File: config.mk
export PLATFORM = sky130hd
export DESIGN_NAME = sliding_board_engine
export DESIGN_NICKNAME = d
export VERILOG_FILES = /design/src/rtl/sliding_board_engine.sv
export SDC_FILE = /design/constraint.sdc
export NUM_CORES = 1
export LEC_CHECK = 0
export ABC_AREA = 1
export CAP_MARGIN = 20
export CORE_MARGIN = 4
export CORE_UTILIZATION = 46
export CTS_CLUSTER_SIZE = 25
export DETAILED_ROUTE_END_ITERATION = 8
export PLACE_DENSITY_LB_ADDON = 0.12
export SLEW_MARGIN = 20
export SYNTH_ARGS = -nofsm -noshare
export SYNTH_HDL_FRONTEND = slang
export SYNTH_SLANG_ARGS = --single-unit
File: constraint.sdc
create_clock -name clk -period 2.96 [get_ports clk]
set_input_delay 0.296 -clock clk [delete_from_list [all_inputs] [get_ports clk]]
set_output_delay 0.296 -clock clk [all_outputs]
set_load 0.01 [all_outputs]
File: src/rtl/sliding_board_engine.sv
// Sliding-puzzle board engine: holds a DIM x DIM packed board, executes
// tile moves through a valid/ready handshake, counts moves and flags a win.
module sliding_board_engine #(
  parameter int DIM    = 4,
  parameter int TILE_W = 4,
  parameter int CNT_W  = 16,
  localparam int CELLS = DIM*DIM,
  localparam int IDX_W = $clog2(CELLS),
  localparam int BW    = CELLS*TILE_W
) (
  input  logic             clk,
  input  logic             resetn,
  input  logic             load,
  input  logic [BW-1:0]    init_board,
  input  logic [IDX_W-1:0] init_empty,
  input  logic             cmd_valid,
  input  logic [2:0]       cmd,
  output logic             cmd_ready,
  output logic [BW-1:0]    board,
  output logic [IDX_W-1:0] empty_idx,
  output logic [CNT_W-1:0] move_count,
  output logic             move_done,
  output logic             illegal,
  output logic             win
);

  typedef enum logic [1:0] {IDLE, EXEC, WCHK} state_t;

  localparam logic [IDX_W-1:0] DIM_I = IDX_W'(DIM);
  localparam logic [IDX_W-1:0] LAST  = IDX_W'(DIM - 1);
  localparam logic [IDX_W-1:0] ONE   = IDX_W'(1);

  function automatic logic [BW-1:0] solved_f();
    logic [BW-1:0] s;
    s = '0;
    for (int i = 0; i < CELLS - 1; i++) s[i*TILE_W +: TILE_W] = TILE_W'(i + 1);
    return s;
  endfunction

  localparam logic [BW-1:0] SOLVED = solved_f();

  state_t             r_state, w_next;
  logic [2:0]         r_cmd;
  logic [BW-1:0]      r_board;
  logic [IDX_W-1:0]   r_empty;
  logic [CNT_W-1:0]   r_cnt;
  logic               r_move_done, r_illegal, r_win, r_from_load;

  logic [IDX_W-1:0]   w_row, w_col, w_nbr;
  logic               w_legal, w_code_ok, w_accept;
  logic [TILE_W-1:0]  w_tile;

  assign w_row     = r_empty / DIM_I;
  assign w_col     = r_empty % DIM_I;
  assign w_code_ok = (cmd == 3'b001) || (cmd == 3'b010) || (cmd == 3'b011) || (cmd == 3'b100);
  assign w_accept  = (r_state == IDLE) && cmd_valid && !load;
  assign w_tile    = r_board[w_nbr*TILE_W +: TILE_W];

  // The neighbour index may wrap when the move is illegal; it is unused then.
  always_comb begin
    w_legal = 1'b0;
    w_nbr   = r_empty;
    case (r_cmd)
      3'b001:  begin w_legal = (w_row < LAST);   w_nbr = r_empty + DIM_I; end
      3'b010:  begin w_legal = (w_row != '0);    w_nbr = r_empty - DIM_I; end
      3'b011:  begin w_legal = (w_col < LAST);   w_nbr = r_empty + ONE;   end
      3'b100:  begin w_legal = (w_col != '0);    w_nbr = r_empty - ONE;   end
      default: begin w_legal = 1'b0;             w_nbr = r_empty;         end
    endcase
  end

  always_ff @(posedge clk or posedge resetn) begin
    if (resetn) r_state <= IDLE;
    else        r_state <= w_next;
  end

  always_comb begin
    w_next = r_state;
    case (r_state)
      IDLE:    if (w_accept && w_code_ok) w_next = EXEC;
      EXEC:    w_next = w_legal ? WCHK : IDLE;
      WCHK:    w_next = IDLE;
      default: w_next = IDLE;
    endcase
    if (load) w_next = WCHK;
  end

  always_ff @(posedge clk or posedge resetn) begin
    if (resetn) begin
      r_cmd       <= '0;
      r_board     <= '0;
      r_empty     <= '0;
      r_cnt       <= '0;
      r_move_done <= 1'b0;
      r_illegal   <= 1'b0;
      r_win       <= 1'b0;
      r_from_load <= 1'b0;
    end else begin
      r_move_done <= 1'b0;
      r_illegal   <= 1'b0;
      if (load) begin
        r_board     <= init_board;
        r_empty     <= init_empty;
        r_cnt       <= '0;
        r_win       <= 1'b0;
        r_from_load <= 1'b1;
      end else begin
        case (r_state)
          IDLE: if (w_accept && w_code_ok) r_cmd <= cmd;
          EXEC: begin
            if (w_legal) begin
              r_board[r_empty*TILE_W +: TILE_W] <= w_tile;
              r_board[w_nbr*TILE_W +: TILE_W]   <= '0;
              r_empty     <= w_nbr;
              r_from_load <= 1'b0;
              if (r_cnt != '1) r_cnt <= r_cnt + 1'b1;
            end else begin
              r_illegal <= 1'b1;
            end
          end
          WCHK: begin
            r_win       <= (r_board == SOLVED);
            r_move_done <= !r_from_load;
          end
          default: ;
        endcase
      end
    end
  end

  assign cmd_ready  = (r_state == IDLE) && !load;
  assign board      = r_board;
  assign empty_idx  = r_empty;
  assign move_count = r_cnt;
  assign move_done  = r_move_done;
  assign illegal    = r_illegal;
  assign win        = r_win;

endmodule
# Word level (Yosys, flattened, before mapping)
# Cells that the tools add are included.
# word_totals
register_bits,93
input_bits,75
output_inout_bits,88
wordCells,84
# op_classes
n_addsub,7
magnitude_cmp,2
n_eq_ne,13
n_shift,5
mux,28
bitwise,1
n_reduce_logical,19
# ops
op,n
two-way mux 64 bit,3
bitwise mux 64 bit,2
variable shift 4 x 34 -> 64 bit (first input constant),2
negator 6 -> 34 bit,2
== test 64 x 60 -> 1 bit (second input constant),1
two-way mux 16 bit,4
indexed part select 4 x 34 -> 64 bit,1
indexed part select 4 x 34 -> 64 bit (first input constant),1
indexed part select 64 x 7 -> 4 bit,1
adder 16 x 1 -> 16 bit (second input constant),1
!= test 16 bit (second input constant),1
case mux 4 bit (4 select lines),1
== test 3 x 2 -> 1 bit (second input constant),4
two-way mux 4 bit,3
two-way mux 1 bit,10
nonzero test 2 bit,4
nonzero test 4 bit,2
== test 3 x 1 -> 1 bit (second input constant),2
== test 3 bit (second input constant),2
two-way mux 2 bit,3
AND reduction 3 bit,2
adder 4 x 1 -> 4 bit (second input constant),1
adder 4 x 3 -> 4 bit (second input constant),1
logical AND 1 bit,4
13 further kinds,17

# Depth between registers and ports, before layout
# Gate-level depths: netlist of run 1.
# logic_depth
depth_word,9
depth_mapped,25
mapped_depth_nobuf,23

# Worst setup path after synthesis of run 1
# No wires, ideal clock.
# synth_timing
path_kind,register to register
from,register r_cmd[0]
to,"register r_board[25], in the netlist board[25]"
setup_time_ps,119
t_arrival_ps,3019
required_time_ps,2841
slack_ps,-178
path_stages_with_launch,21
n_path_buf,3
synth_period_minus_slack_ps,3138
cell_sequence,dfrtp_1 -> nor2_4 -> nand2_2 -> buf_6 -> nand2_1 -> nand2_1 -> inv_1 -> ha_1 -> inv_1 -> nand2_1 -> o21ai_4 -> buf_2 -> ha_1 -> buf_1 -> inv_1 -> nor3_1 -> nand2_1 -> nand2_2 -> nand3_1 -> nor2_1 -> nor2_1
# synth_between
elab_chain_cells,9
elab_cells_between_ends,18
classes_between,add/sub (1); eq/ne (4); shift (4); mux (7); reduce/logical (2)
# synth_lines
element,line,rtl
"start, declared",43,logic [2:0] r_cmd;
"start signal, assigned",109,IDLE: if (w_accept && w_code_ok) r_cmd <= cmd;
== test 3 bit (tied with other cells),63,case (r_cmd)
case mux 4 bit (4 select lines),63,
indexed part select 64 x 7 -> 4 bit,57,assign w_tile = r_board[w_nbr*TILE_W +: TILE_W];
indexed part select 4 x 34 -> 64 bit,112,r_board[r_empty*TILE_W +: TILE_W] <= w_tile;
bitwise mux 64 bit,112,
bitwise mux 64 bit,113,r_board[w_nbr*TILE_W +: TILE_W] <= '0;
two-way mux 64 bit,111,if (w_legal) begin
two-way mux 64 bit,108,case (r_state)
two-way mux 64 bit,101,if (load) begin
"end signal, assigned",102,r_board <= init_board;
"end signal, assigned by index",112,
"end, declared",44,logic [BW-1:0] r_board;
# Several ways; a longest one is shown, not always the timed one. The select of a mux whose other input is x is not followed.
# A chain may end at the register's enable or synchronous reset.

# Worst setup path after layout of run 1
# layout_timing
from,register r_cmd[1]
to,"register r_board[60], in the netlist board[60]"
# The elaborated chain is that of the path after synthesis.

==> run summary, run 1 <==
Global-route wire length before repair = 39.9 mm
Final Max Tran Viols = 0
Vias per cell = 5.53
DIE HEIGHT = 131 um
Vias in the first global route = 7453
Port Buffer Count = 162
Average wire per standard cell = 18.1 um
Largest family of logic cells by synthesized area = simple AND/OR/NAND/NOR gates
Final period util = 97.0%
Worst-Skew Late Latency = 0.36 ns
Switching portion of total power = 46.3%
Min Clock Period, post-route = 2.87 ns
Most frequent cells in the layout = nand2_1 (401), clkdlybuf4s50_1 (161), nand3_1 (140)
CTS Buf Count = 9
Crit path largest cell delay = 0.43 ns
Syn Area/Cell = 6.46 um2
Setup crit end kind = register
WL final = 26.3 mm
Adder-Cell Fraction of Synth Area = 1.63%
EDFF count, synth = 0
Horiz. Die Dim = 131 um
Core Rows = 44
Mux share of post-synthesis cell area = 0%
Global placer's final weighted congestion = 0.980
FF-to-FF setup slack = 0.09 ns
Gate Count Post-Synth = 1069
Initial Util = 47.2%
Lkg Pwr = 4.46 nW
Residual DRC = 0
Crit path top cell by count = nand2_1
Final #Nets = 1351
Post-synthesis xor/xnor area fraction = 0.743%
Setup violators final = 0
Drt first pass iters = 5
Post-route ant nets = 0
Post-route cell area = 0.00960 mm2
Worst R2R End = board[60]$_DFFE_PP0P_
Critical Path AT = 3.17 ns
Io pins = 163
Post-CTS Hold Buffers = 0
Sequential area share after synthesis = 33.7%
Total grt overflow = 0
CP top delay family = simple AND/OR/NAND/NOR gates
Post-synthesis net count = 1153
Placed Area = 0.00904 mm2
CP Class = register to register
Crit-path cells = nor2_4 > nand3_2 > nand2_2 > inv_2 > ha_4 > inv_1 > nand2_2 > o21ai_4 > buf_4 > nand3_1 > nand3_1 > nand3_1 > nand2_1 > inv_2 > nand2_1 > nor2_1 > nand3_1 > nand2_1 > nand2_1 > nand2_1
Area of the core = 0.0146 mm2
Compound-Gate Fraction of Synth Area = 8.21%
Clk sink count = 93
# Max-Cap Violations = 0
Fraction of registers with async set/reset = 100%
Simple-Gate Fraction of Synth Area = 48.8%
Via count = 8049
Global Route Usage Sum = 30.4%
Setup TNS = 0 ns
Sequential share of power = 25.8%
Die area = 0.0170 mm2
Pre-CTS setup slack = 0.0632 ns
Pwr Density = 753 mW/mm2
Ant. Diodes = 0
Crit path launch type = register
Synth warn = 0
CTS tree = yes
Yosys reg bits = 93
CP Max Fanout = 12
Clock skew = 0.00857 ns
Clock Path Buffers = 2
Largest net degree at the start of global routing = 84
HPWL Detailed = 20.1 mm
Finished Core Util = 65.6%
Max-slew headroom = 49.8%
Status = finished clean
Layout cells sized above 1 = 13.8%
Int Pwr = 3.88 mW
Root buffer cell = clkbuf_16
Htree depth = 3
Achievable frequency = 0.348 GHz
Max stage delay cell, worst path = dfrtp_2
Post-route setup slack = 0.0874 ns
Bufs and invs on worst path = 4
Hold Violations, Final = 0
# fillers = 1379
Layout area overhead = 39.0%
Most used DFF post-synth = dfrtp_1
Clock network fraction of total power = 16.7%
DR iter-0 viols = 673
VDD IR max = 0.000520 V
Clk slew on worst S/H paths = 0.07 ns
Hold Path Class = input pin to async pin
Switching power total = 3.35 mW
Measured slew at the worst slew-check pin = 0.746 ns
Commonest non-fill, non-tap cell in the layout = nand2_1
RSZ-0062 raised after global routing = true
Worst r2r path cells = 20
Origin of the critical flop-to-flop path = r_cmd[1]$_DFFE_PP0P_
Synth cell types = 45
Comb power frac = 57.5%
Initial antenna violation count = 0
Post-synthesis cell area = 0.00691 mm2
CP Data Required Time = 3.25 ns
-- worst max path at each step --
stage / startpoint / end / slack [ns] / cells after the start
final: r_cmd[1]$_DFFE_PP0P_ / board[60]$_DFFE_PP0P_ / 0.09 / 20
after global routing: r_cmd[1]$_DFFE_PP0P_ / board[22]$_DFFE_PP0P_ / -0.04 / 21
after CTS: r_cmd[1]$_DFFE_PP0P_ / board[1]$_DFFE_PP0P_ / 0.02 / 17
after detailed placement: r_cmd[1]$_DFFE_PP0P_ / board[25]$_DFFE_PP0P_ / 0.06 / 15
after global placement: r_cmd[1]$_DFFE_PP0P_ / board[56]$_DFFE_PP0P_ / 0.08 / 19
after floorplan: r_cmd[0]$_DFFE_PP0P_ / board[0]$_DFFE_PP0P_ / 0.03 / 19
-- worst register-to-register path: stages, from the launching register on --
cell and delay [ns]:
dfrtp_2 0.43, nor2_4 0.16, nand3_2 0.12, nand2_2 0.09
inv_2 0.05, ha_4 0.26, inv_1 0.04, nand2_2 0.08
o21ai_4 0.08, buf_4 0.20, nand3_1 0.13, nand3_1 0.17
nand3_1 0.15, nand2_1 0.13, inv_2 0.14, nand2_1 0.10
nor2_1 0.16, nand3_1 0.11, nand2_1 0.08, nand2_1 0.07
nand2_1 0.07
-- power groups by stage --
| stage | clock, mW | combinational, mW | sequential (mW) |
|---|---|---|---|
| after floorplan | 0 | 2.04 | 1.86 |
| after global placement | 0 | 3.76 | 1.88 |
| after detailed placement | 0 | 3.78 | 1.87 |
| after CTS | 1.21 | 3.80 | 1.85 |
| after global routing | 1.27 | 4.48 | 1.89 |
| final | 1.21 | 4.16 | 1.87 |
-- flip-flops by register name (all words and copies together), names as in the netlist --
signal       cells
board           64
move_count      16
empty_idx        4
r_cmd            3
r_state          2
illegal          1
move_done        1
r_from_load      1
win              1
-- stage by stage --
step	cells	hold WS, ns	power [mW]
3_3_place_gp	1431	0.448	5.64
6_report	1456	0.164	7.23
4_1_cts	1447	0.165	6.87
2_1_floorplan	1069	0.407	3.90
5_1_grt	1456	0.177	7.64
3_5_place_dp	1431	0.449	5.66
-- cell type report --
cell class	instances	area, um2	area share (%)
multi-input combinational	859	4280	44.6
timing repair buffer	224	2150	22.4
tap	184	230	2.40
inverter	80	310	3.23
clock inverter	7	71.3	0.743
sequential	93	2330	24.3
clock buffer	9	225	2.35
-- kinds of logic (layout without fill, tap and decap cells) --
family	after synthesis	count (layout)
AO/OA/AOI/OAI	87	87
XOR/XNOR	5	5
adder cells (fa/ha/maj)	9	9
buffers and inverters	117	320
flip-flops	93	93
AND/OR/NAND/NOR	758	758
-- what timing repair did --
item / in CTS / in global routing
setup endpoints to repair: 0 / 64
setup buffers: 0 / 8
gates resized for setup: 0 / 44
-- Yosys cell counts, types with 5 or more instances --
| master | instances | area share (%) |
|---|---|---|
| nor2_1 | 108 | 5.9 |
| inv_1 | 60 | 3.3 |
| clkbuf_1 | 20 | 1.1 |
| a21oi_4 | 7 | 1.6 |
| nand2_1 | 409 | 22 |
| nand3_1 | 142 | 10 |
| nor2_4 | 5 | 0.82 |
| dfrtp_1 | 93 | 34 |
| inv_2 | 17 | 0.92 |
| buf_2 | 9 | 0.65 |
| nor3_1 | 27 | 2.0 |
| nor4_1 | 7 | 0.63 |
| nand4_2 | 5 | 0.91 |
| nand4_1 | 26 | 2.4 |
| o21ai_0 | 31 | 2.2 |
| nand2_2 | 15 | 1.4 |
| ha_1 | 9 | 1.6 |
| a21oi_1 | 27 | 2.0 |
-- metal layers --
metal,part of all wire [%],wire length [um],track usage (%)
met5,0,0,0
met4,2.6,697,9.26
met3,7.7,2040,3.50
met2,46,12200,48.2
met1,43,11500,43.7
(Power assumes the default switching activity.)
==> run 2: changes to the inputs <==
--- a/config.mk
+++ b/config.mk
@@ -8,9 +8,10 @@
 export ABC_AREA = 1
 export CAP_MARGIN = 20
 export CORE_MARGIN = 4
-export CORE_UTILIZATION = 46
+export CORE_UTILIZATION = 59
 export CTS_CLUSTER_SIZE = 25
 export DETAILED_ROUTE_END_ITERATION = 8
+export DONT_BUFFER_PORTS = 1
 export PLACE_DENSITY_LB_ADDON = 0.12
 export SLEW_MARGIN = 20
 export SYNTH_ARGS = -nofsm -noshare
==> run 2 against run 1 <==
Effect of this change:
- routed wire length decreased by 13%
- register-to-register slack worse by 0.03 ns
- global-route usage grew 2.6 points
- combinational power fell by 20%
- hold slack worse by 0.15 ns
- cell area is 18% lower
- clock-buffer cell count is 2 higher
- via count decreased by 7.1%
- die area decreased by 21%
- critical path type unchanged
- highest routed layer unchanged
==> run summary, run 2 (synthesis gave the netlist of run 1 again) <==
Min Clock Period, post-route = 2.90 ns
Port Buffer Count = 0
RSZ-0062 raised after global routing = true
Ant. Diodes = 0
Crit path launch = r_cmd[1]$_DFFE_PP0P_
Pwr Density = 823 mW/mm2
Commonest non-fill, non-tap cell in the layout = nand2_1
Crit-path cells = nor2_4 > nand3_2 > nand2_1 > inv_1 > ha_4 > inv_1 > nand2_2 > o21ai_4 > buf_12 > nand3_1 > nand3_1 > nand3_1 > nand2_1 > inv_2 > nand2_1 > nor2_1 > nand3_1 > nand2_1 > nand2_1 > o21ai_1
Clock skew = 0.00571 ns
Max reg flops = 64
HPWL Detailed = 17.4 mm
Core Rows = 39
Final period util = 98.1%
CTS tree = yes
CP Max Fanout = 12
Most frequent cells in the layout = nand2_1 (399), nand3_1 (137), nor2_1 (104)
DIE HEIGHT = 116 um
Horiz. Die Dim = 116 um
Root buffer cell = clkbuf_16
Hold Violations, Final = 0
Area of the core = 0.0114 mm2
Worst-Skew Late Latency = 0.35 ns
CP Class = register to register
Initial antenna violation count = 0
FF-to-FF setup slack = 0.06 ns
Lkg Pwr = 3.83 nW
Vias per cell = 6.02
Setup violators final = 0
Htree depth = 3
Layout area overhead = 14.5%
Setup crit end = board[30]$_DFFE_PP0P_
Clk sink count = 93
Average wire per standard cell = 18.5 um
# fillers = 997
Global-route wire length before repair = 34.2 mm
Total grt overflow = 0
# Max-Cap Violations = 0
Initial Util = 60.5%
Hold Path Class = input pin to register
Global placer's final weighted congestion = 1.01
Finished Core Util = 69.2%
Final Max Tran Viols = 0
Final hold slack = 0.0187 ns
Worst R2R End = board[30]$_DFFE_PP0P_
Measured slew at the worst slew-check pin = 1.19 ns
Crit path launch type = register
PnR Total Power = 6.51 mW
Crit path top cell by count = nand2_1
Drt first pass iters = 6
Largest net degree at the start of global routing = 102
Worst r2r path cells = 20
WL final = 23.0 mm
Crit path largest cell delay = 0.41 ns
Io pins = 163
Max-slew headroom = 20.4%
Global Route Usage Sum = 33.0%
Via count = 7479
Die area = 0.0135 mm2
Clock Path Buffers = 2
Layout cells sized above 1 = 14.7%
Post-route ant nets = 0
DR iter-0 viols = 794
Status = finished clean
Vias in the first global route = 6512
VDD IR max = 0.000491 V
Final #Nets = 1178
Placed insts = 1204
Final Non-Filler Cells = 1242
Residual DRC = 0
Clk slew on worst S/H paths = 0.07 ns
Origin of the critical flop-to-flop path = r_cmd[1]$_DFFE_PP0P_
CTS Buf Count = 9
Max stage delay cell, worst path = dfrtp_1
Critical Path AT = 3.19 ns
Setup crit end kind = register
Achievable frequency = 0.344 GHz
CP Data Required Time = 3.24 ns
-- run 2: changes by cell type in the layout (fill, tap and decap cells not counted), moves of 2 or more --
| cell | previous run | this run |
|---|---|---|
| nand3_1 | 140 | 137 |
| inv_1 | 53 | 57 |
| nor2_1 | 101 | 104 |
| clkinv_2 | 5 | 3 |
| a211oi_2 | 2 | 4 |
| nand2_1 | 401 | 399 |
| buf_12 | 4 | 6 |
| inv_2 | 22 | 19 |
| buf_4 | 58 | 43 |
| nand3_2 | 5 | 8 |
| nor2_2 | 6 | 4 |
| a211oi_1 | 2 | 0 |
| clkdlybuf4s50_1 | 161 | 0 |
-- run 2: final cells by class --
| cell class | count | area, um2 | area share, % |
|---|---|---|---|
| multi-input cells | 859 | 4310 | 54.6 |
| repair buffers | 51 | 478 | 6.05 |
| well taps | 143 | 179 | 2.26 |
| clock buffers | 11 | 243 | 3.07 |
| flip-flops and latches | 93 | 2330 | 29.5 |
| inverters | 80 | 307 | 3.88 |
| clock inverters | 5 | 57.6 | 0.728 |
-- run 2: worst min-delay path by stage --
stage                                 endpoint  depth (start not counted)               startpoint  slack (ns)
CTS                  move_count[4]$_DFFE_PP0P_                          1                     load       0.007
global placement    move_count[12]$_DFFE_PP0P_                          1                   resetn        0.28
finish               move_count[4]$_DFFE_PP0P_                          1                     load        0.02
global route         move_count[4]$_DFFE_PP0P_                          1                     load       0.006
detailed placement  move_count[12]$_DFFE_PP0P_                          1                   resetn        0.28
floorplan                  move_done$_DFF_PP0_                          1  r_from_load$_DFFE_PP0P_        0.41
-- run 2: per-layer routing --
metal / wire length, um / up-vias / track usage [%]
met5: 0 / - / 0
met2: 10300 / 391 / 50.2
met3: 2360 / 68 / 7.88
met1: 9510 / 3470 / 44.9
li1: - / 3550 / -
met4: 773 / 0 / 14.6
-- run 2: through the flow --
stage	setup TNS (ns)	area (um2)	setup slack [ns]
after floorplan	0	6920	0.0250
after global placement	0	7200	0.0959
after detailed placement	0	7200	0.0249
after CTS	0	7510	0.00642
after global routing	-0.665	7910	-0.0612
final	0	7910	0.0559
-- run 2: timing repair --
item                       4_1_cts  5_1_grt
hold endpoints to repair        46        0
hold buffers                     1        0
setup endpoints to repair        0       63
gates resized for setup          0       43
buffers inserted                 0       20
-- run 2: power breakdown --
group / internal, mW / leakage (nW) / switching [mW]
Combinational: 1.15 / 2.48 / 2.16
Clock: 0.682 / 0.150 / 0.525
Sequential: 1.51 / 1.20 / 0.487
-- run 2: worst max-delay path, delay by kind of cell (launching register included) --
| kind | cells | cell delay, ns |
|---|---|---|
| and+or+nand+nor | 13 | 1.58 |
| buffers and inverters | 4 | 0.42 |
| DFF | 1 | 0.41 |
| adders and majority gates | 1 | 0.27 |
| AOI/OAI and AO/OA | 2 | 0.16 |
